==> src/rtl/fetch_stage.sv <==
// Instruction fetch + IF/ID register: PC, imem address, one-bubble squash on taken branch/jump.
// Macro FETCH_PERF_CNT_EN builds the fetch/flush counters; otherwise both outputs are tied to 0.
module fetch_stage #(
  parameter logic [31:0] RESET_PC = 32'h0000_0000
) (
  input  logic        clk,
  input  logic        rst,
  input  logic        stall,
  input  logic        branch_eq,
  input  logic        branch_ne,
  input  logic        jump,
  input  logic        regs_equal,
  input  logic [31:0] imem_rdata,
  output logic [31:0] imem_addr,
  output logic [31:0] if_id_instr,
  output logic [31:0] if_id_pc4,
  output logic        if_id_valid,
  output logic [5:0]  opcode,
  output logic        redirect,
  output logic [31:0] fetch_count,
  output logic [31:0] flush_count
);

  logic [31:0] pc_q, pc_d;
  logic [31:0] instr_q, instr_d;
  logic [31:0] pc4_q, pc4_d;
  logic        valid_q, valid_d;
  logic        take_br, take_j;
  logic [31:0] pc_plus4, br_target, j_target;

  assign pc_plus4  = pc_q + 32'd4;
  assign take_br   = valid_q & ((branch_eq & regs_equal) | (branch_ne & ~regs_equal));
  assign take_j    = valid_q & jump;
  assign redirect  = ~stall & (take_br | take_j);
  assign br_target = pc4_q + {{14{instr_q[15]}}, instr_q[15:0], 2'b00};
  assign j_target  = {pc4_q[31:28], instr_q[25:0], 2'b00};

  always_comb begin
    pc_d    = pc_q;
    instr_d = instr_q;
    pc4_d   = pc4_q;
    valid_d = valid_q;
    if (!stall) begin
      if (redirect) begin
        // Jump has priority over branch if the decoder ever asserts both.
        pc_d    = take_j ? j_target : br_target;
        instr_d = 32'h0000_0000;
        pc4_d   = 32'h0000_0000;
        valid_d = 1'b0;
      end else begin
        pc_d    = pc_plus4;
        instr_d = imem_rdata;
        pc4_d   = pc_plus4;
        valid_d = 1'b1;
      end
    end
  end

  always_ff @(posedge clk or posedge rst) begin
    if (rst) begin
      pc_q    <= RESET_PC;
      instr_q <= 32'h0000_0000;
      pc4_q   <= 32'h0000_0000;
      valid_q <= 1'b0;
    end else begin
      pc_q    <= pc_d;
      instr_q <= instr_d;
      pc4_q   <= pc4_d;
      valid_q <= valid_d;
    end
  end

  assign imem_addr   = pc_q;
  assign if_id_instr = instr_q;
  assign if_id_pc4   = pc4_q;
  assign if_id_valid = valid_q;
  assign opcode      = instr_q[31:26];

`ifdef FETCH_PERF_CNT_EN
  logic [31:0] fetch_cnt_q, flush_cnt_q;

  always_ff @(posedge clk or posedge rst) begin
    if (rst) begin
      fetch_cnt_q <= 32'd0;
      flush_cnt_q <= 32'd0;
    end else if (!stall) begin
      if (redirect) flush_cnt_q <= flush_cnt_q + 32'd1;
      else          fetch_cnt_q <= fetch_cnt_q + 32'd1;
    end
  end

  assign fetch_count = fetch_cnt_q;
  assign flush_count = flush_cnt_q;
`else
  assign fetch_count = 32'd0;
  assign flush_count = 32'd0;
`endif

endmodule

==> config.mk <==
export PLATFORM = sky130hd
export DESIGN_NAME = fetch_stage
export DESIGN_NICKNAME = d
export VERILOG_FILES = /design/src/rtl/fetch_stage.sv
export SDC_FILE = /design/constraint.sdc
export NUM_CORES = 1
export LEC_CHECK = 0
export CAP_MARGIN = 20
export CELL_PAD_IN_SITES_DETAIL_PLACEMENT = 1
export CELL_PAD_IN_SITES_GLOBAL_PLACEMENT = 2
export CORE_ASPECT_RATIO = 1.1
export CORE_UTILIZATION = 29
export DETAILED_ROUTE_END_ITERATION = 6
export GPL_TIMING_DRIVEN = 0
export PLACE_DENSITY = 0.95
export SLEW_MARGIN = 20
export SYNTH_ARGS = -nofsm -noshare
export SYNTH_HDL_FRONTEND = slang
export SYNTH_SLANG_ARGS = --single-unit
==> constraint.sdc <==
create_clock -name clk -period 4.45 [get_ports clk]
set_input_delay 0.445 -clock clk [delete_from_list [all_inputs] [get_ports clk]]
set_output_delay 0.445 -clock clk [all_outputs]
set_load 0.1 [all_outputs]
After elaboration in Yosys (flattened, before gate mapping)
Index checks and enable logic that the tools add are counted.

storage, ports and cells
  bits in writable memories = 0
  memories = 0
  output and inout port bits = 168
  memory bits (read-only) = 0
  flip-flop bits (word level) = 97
  latch bits = 0
  bits of input ports = 39

cells by class
  $add $sub $neg = 2
  bitwise gates (word level) = 9
  order comparisons = 0
  shifts and indexed selects = 0
  multiplexer cells = 5
  div/mod/pow operators = 0
  eq/ne operators = 0
  multipliers = 0
  reductions and logical operators = 0

operator list
  kind                                                             count
  32-bit two-way mux                                               4
  32-bit by 3-bit adder with 32-bit output, second input constant  1
  32-bit adder                                                     1
  1-bit AND                                                        5
  1-bit inverter                                                   2
  1-bit bitwise OR                                                 2
  1-bit two-way mux                                                1

Depth between registers and ports, before layout
  depth after elaboration = 7
  mapped depth = 12

Worst setup path before layout
No wires, ideal clock.

  kind = flip-flop to flip-flop
  from = register instr_q[15], in the netlist if_id_instr[15]
  to = register pc_q[31], in the netlist imem_addr[31]
  data arrival time = 3218 ps
  clock period less this slack = 3339 ps
  library setup time = 121 ps
  path slack = 1111 ps
  cell stages (with the launch flop) = 10
  buffers on the path = 0
  path through = dfrtp_1 > ha_1 > a21oi_1 > o21ai_0 > o41ai_1 > a2bb2oi_1 > a31oi_1 > xor2_1 > a221o_1 > a31o_1

between the ends
  word-level cells in the longest chain between the ends = 3

RTL lines
  what                    RTL line  text
  from (decl)             25        logic [31:0] instr_q, instr_d;
  from (signal assigned)  67        instr_q <= instr_d;
  32-bit adder            35        assign br_target = pc4_q + {{14{instr_q[15]}}, instr_q[15:0], 2'b00};
  32-bit two-way mux      46        pc_d = take_j ? j_target : br_target;
  32-bit two-way mux      44        if (redirect) begin
  to (signal assigned)    66        pc_q <= pc_d;
  to (decl)               24        logic [31:0] pc_q, pc_d;

No other way between the ends.
A chain may end at the register's enable or synchronous reset.

Worst setup path after layout
  from = register instr_q[15], in the netlist if_id_instr[15]
  to = register pc_q[30], in the netlist imem_addr[30]

The elaborated chain is that of the path after synthesis.

==> impl_metrics.csv <==
group,metric,value,unit
hold_path,hold_path.class,"in2reg",
job,cap_violations,0,
critical_path,reg2reg_from,"if_id_instr[15]",
synthesis,ys_ff_latch,97,
floorplanning,start_util,0.297,
critical_path,reg2reg_depth,10,
synthesis,avgSynthCellArea,8.18,µm²
cells_and_area,final_area,0.00917,mm²
cts,clock-root-buffer,"clkbuf_16",
sta,fin_setup_tns,0,ns
critical_path,rr_endpoint,"imem_addr[30]",
hold_path,hold-path-endpoint,"if_id_valid",
floorplanning,die_h,163,µm
synthesis,synthArstFlopShare,1.00,
critical_path,cp-start-kind,"flop",
sta,fmax,290,MHz
cts,htreeDepth,3,
critical_path,cp.required,4.66,ns
sta,setup-violations-final,0,
placement,place.gp.congestion,0.923,
cts,cts.sinks,97,
synthesis,seq_area_frac_synth,0.356,
synthesis,yosys.area.top_type,"dfrtp_1",
route,firstDrtPassIters,7,
global_route,antenna_found_initial,0,
placement,place_ws,1.10,ns
floorplanning,num_rows,58,
pwr,p_clk_frac,0.137,
critical_path,critPathMaxFanout,18,
cells_and_area,layout-drive-gt1-share,0.105,
pwr,p_int,2.47,mW
pwr,leakage,3.98,nW
pwr,power,6.01,mW
sta,min_period,3.45,ns
cts,postCtsResizedCells,0,
cts,cts_tree,"built",
sta,relSlewSlack,0.295,
global_route,grt_pass1_wl,39600,µm
critical_path,critPathKind,"reg2reg",
cells_and_area,post-route-util,0.399,
synthesis,synth_top_cell_area_share,0.356,
global_route,grt_max_degree,59,
cts,hold_buffers,0,
outcome,status,"completed",
sta,rsz0062_at_grt,"false",
pwr,peakVddDrop,0.374,mV
synthesis,synth_area,0.00683,mm²
cells_and_area,n_antenna_cell,0,
global_route,grt_overflow,0,
placement,portBuffers,141,
route,dr_total_vias,6900,
synthesis,synth_commonest_cells,"nand2_1 (138), dfrtp_1 (97), o21ai_0 (84)",
floorplanning,die-area,0.0242,mm²
route,drt-vias-per-instance,5.09,
placement,placed_cell_area,0.00887,mm²
placement,dp_hpwl,19500,µm
sta,fin_crit_sh,0.775,
cts,clkLatencyLatePin,0.37,ns
pwr,power_density,656,mW/mm²
sta,final-hold-violation-count,0,
cells_and_area,area_growth,34.4,%
pwr,sw_frac_of_total,0.589,
pwr,p_seq_frac,0.238,
synthesis,ys_types,65,
route,drt-initial-drc-count,371,
cts,cts_setup_buffers,0,
synthesis,synth.most_common_cell,"nand2_1",
route,drt-wirelength-per-cell,19.0,µm
critical_path,reg2reg_slack,1.00,ns
sta,worst_slew_pin_slew,1.05,ns
route,drc,0,
cts,numCtsBuffers,9,
route,ant_nets,0,
pwr,pwr-share-comb,0.626,
sta,skew,0.0137,ns
floorplanning,core_area,0.0230,mm²
global_route,gr-usage-all-layers,0.214,
synthesis,synth-edff-count,0,
floorplanning,ios,207,
cts,clk_path_buf_depth,2,
cells_and_area,fillers,2749,
synthesis,synth_cells,834,
global_route,grt_pass1_vias,7033,
critical_path,cp.arrival,3.66,ns
synthesis,synth_area_leaders,"dfrtp_1 (36%), buf_4 (7.8%), nand2_1 (7.6%)",
cts,clkSlewWorstSetupHoldPaths,0.08,ns
hold_path,hold-path-cell-count,3,
hold_path,holdCritStartpoint,"stall",
synthesis,yosys_warnings,0,
critical_path,crit_path_end_kind,"flop",
pwr,power.switching,3.54,mW
synthesis,synth_ff_type,"dfrtp_1",
floorplanning,die_w,148,µm
cells_and_area,fin_nets,1120,
sta,fin_ws,1.00,ns
sta,slew_violations,0,
route,routed_wl,25800,µm
## power groups by stage
stage | clock [mW] | combinational, mW | sequential, mW
after floorplan | 0 | 1.29 | 2.93
after global placement | 0 | 3.68 | 1.44
after detailed placement | 0 | 3.73 | 1.44
after CTS | 0.833 | 3.76 | 1.43
after global routing | 0.860 | 3.92 | 1.46
final | 0.821 | 3.76 | 1.43
## worst max-delay path, cell delays in order (launching register included)
cell       delay (ns)
dfrtp_1          0.89
ha_1             0.42
a21o_1           0.21
a21oi_1          0.22
o2111ai_1        0.15
nor3b_1          0.48
o311ai_0         0.21
a21oi_1          0.27
o21ai_0          0.16
xnor2_1          0.18
o22ai_1          0.11
## cell families (layout without fill, tap and decap cells)
kind of cell               count (synthesis)  after routing  share of synthesized area
xor gates and xnor gates                  53             53                     0.0680
adders and majority gates                 31             31                     0.0579
and+or+nand+nor                          276            276                      0.178
AOI/OAI and AO/OA                        247            247                      0.226
buffers and inverters                    128            286                      0.112
other                                      1             64                   0.000549
DFF                                       97             97                      0.356
muxes                                      1              1                    0.00165
## per-stage QoR
| stage | instances | hold slack, ns |
|---|---|---|
| final | 1355 | 0.502 |
| after global routing | 1355 | 0.537 |
| after CTS | 1355 | 0.493 |
| after detailed placement | 1339 | 0.509 |
| after global placement | 1338 | 0.498 |
| after floorplan | 897 | 0.581 |
## worst max-delay path by stage
stage                          from  cells after the start         endpoint  slack [ns]
global route        if_id_instr[15]                     10    imem_addr[30]        0.77
floorplan           if_id_instr[15]                      9    imem_addr[31]        1.11
finish              if_id_instr[15]                     10    imem_addr[30]        1.00
CTS                 if_id_instr[15]                     10    imem_addr[30]        0.99
detailed placement       regs_equal                      5         redirect        1.10
global placement                rst                      2  if_id_instr[24]       -0.42
## cell usage in the layout (no fill, tap or decap), types with 9 or more instances in the layout
| cell | synthesis | layout |
|---|---|---|
| o31ai_1 | 11 | 11 |
| buf_4 | 71 | 71 |
| clkbuf_16 | 0 | 9 |
| nor2_1 | 62 | 62 |
| dfrtp_1 | 97 | 97 |
| conb_1 | 1 | 64 |
| clkbuf_1 | 39 | 40 |
| inv_1 | 12 | 11 |
| o22ai_1 | 18 | 18 |
| a21oi_1 | 63 | 63 |
| a211oi_1 | 13 | 13 |
| nand2_1 | 138 | 138 |
| xor2_1 | 25 | 25 |
| clkdlybuf4s50_1 | 0 | 141 |
| nand3_1 | 22 | 22 |
| nand4_1 | 9 | 9 |
| and3_1 | 12 | 12 |
| o21ai_0 | 84 | 84 |
| a21o_1 | 9 | 9 |
| ha_1 | 30 | 30 |
| xnor2_1 | 28 | 28 |
## final cells by class
type                       instances  area [µm²]  share of cell area
multi-input combinational        672        3870               0.422
inverter                          12        50.0             0.00546
timing repair buffer             142        1430               0.156
clock buffer                      10         229              0.0250
clock inverter                     6        67.6             0.00737
buffer                           116         722              0.0787
sequential                        97        2430               0.265
tap                              300         375              0.0409
## routing by layer
layer | global-route usage | routed length, µm | up-vias
met5 | 0 | 0 | -
met2 | 0.362 | 12500 | 260
met4 | 0.0843 | 736 | 0
met3 | 0.0440 | 1790 | 39
met1 | 0.267 | 10800 | 3374
li1 | - | - | 3227
## flip-flops by register name, indices dropped and copies added (netlist names)
| signal | cells |
|---|---|
| if_id_instr | 32 |
| if_id_pc4 | 32 |
| imem_addr | 32 |
| if_id_valid | 1 |
No activity file was read; power rests on OpenSTA's default activity.
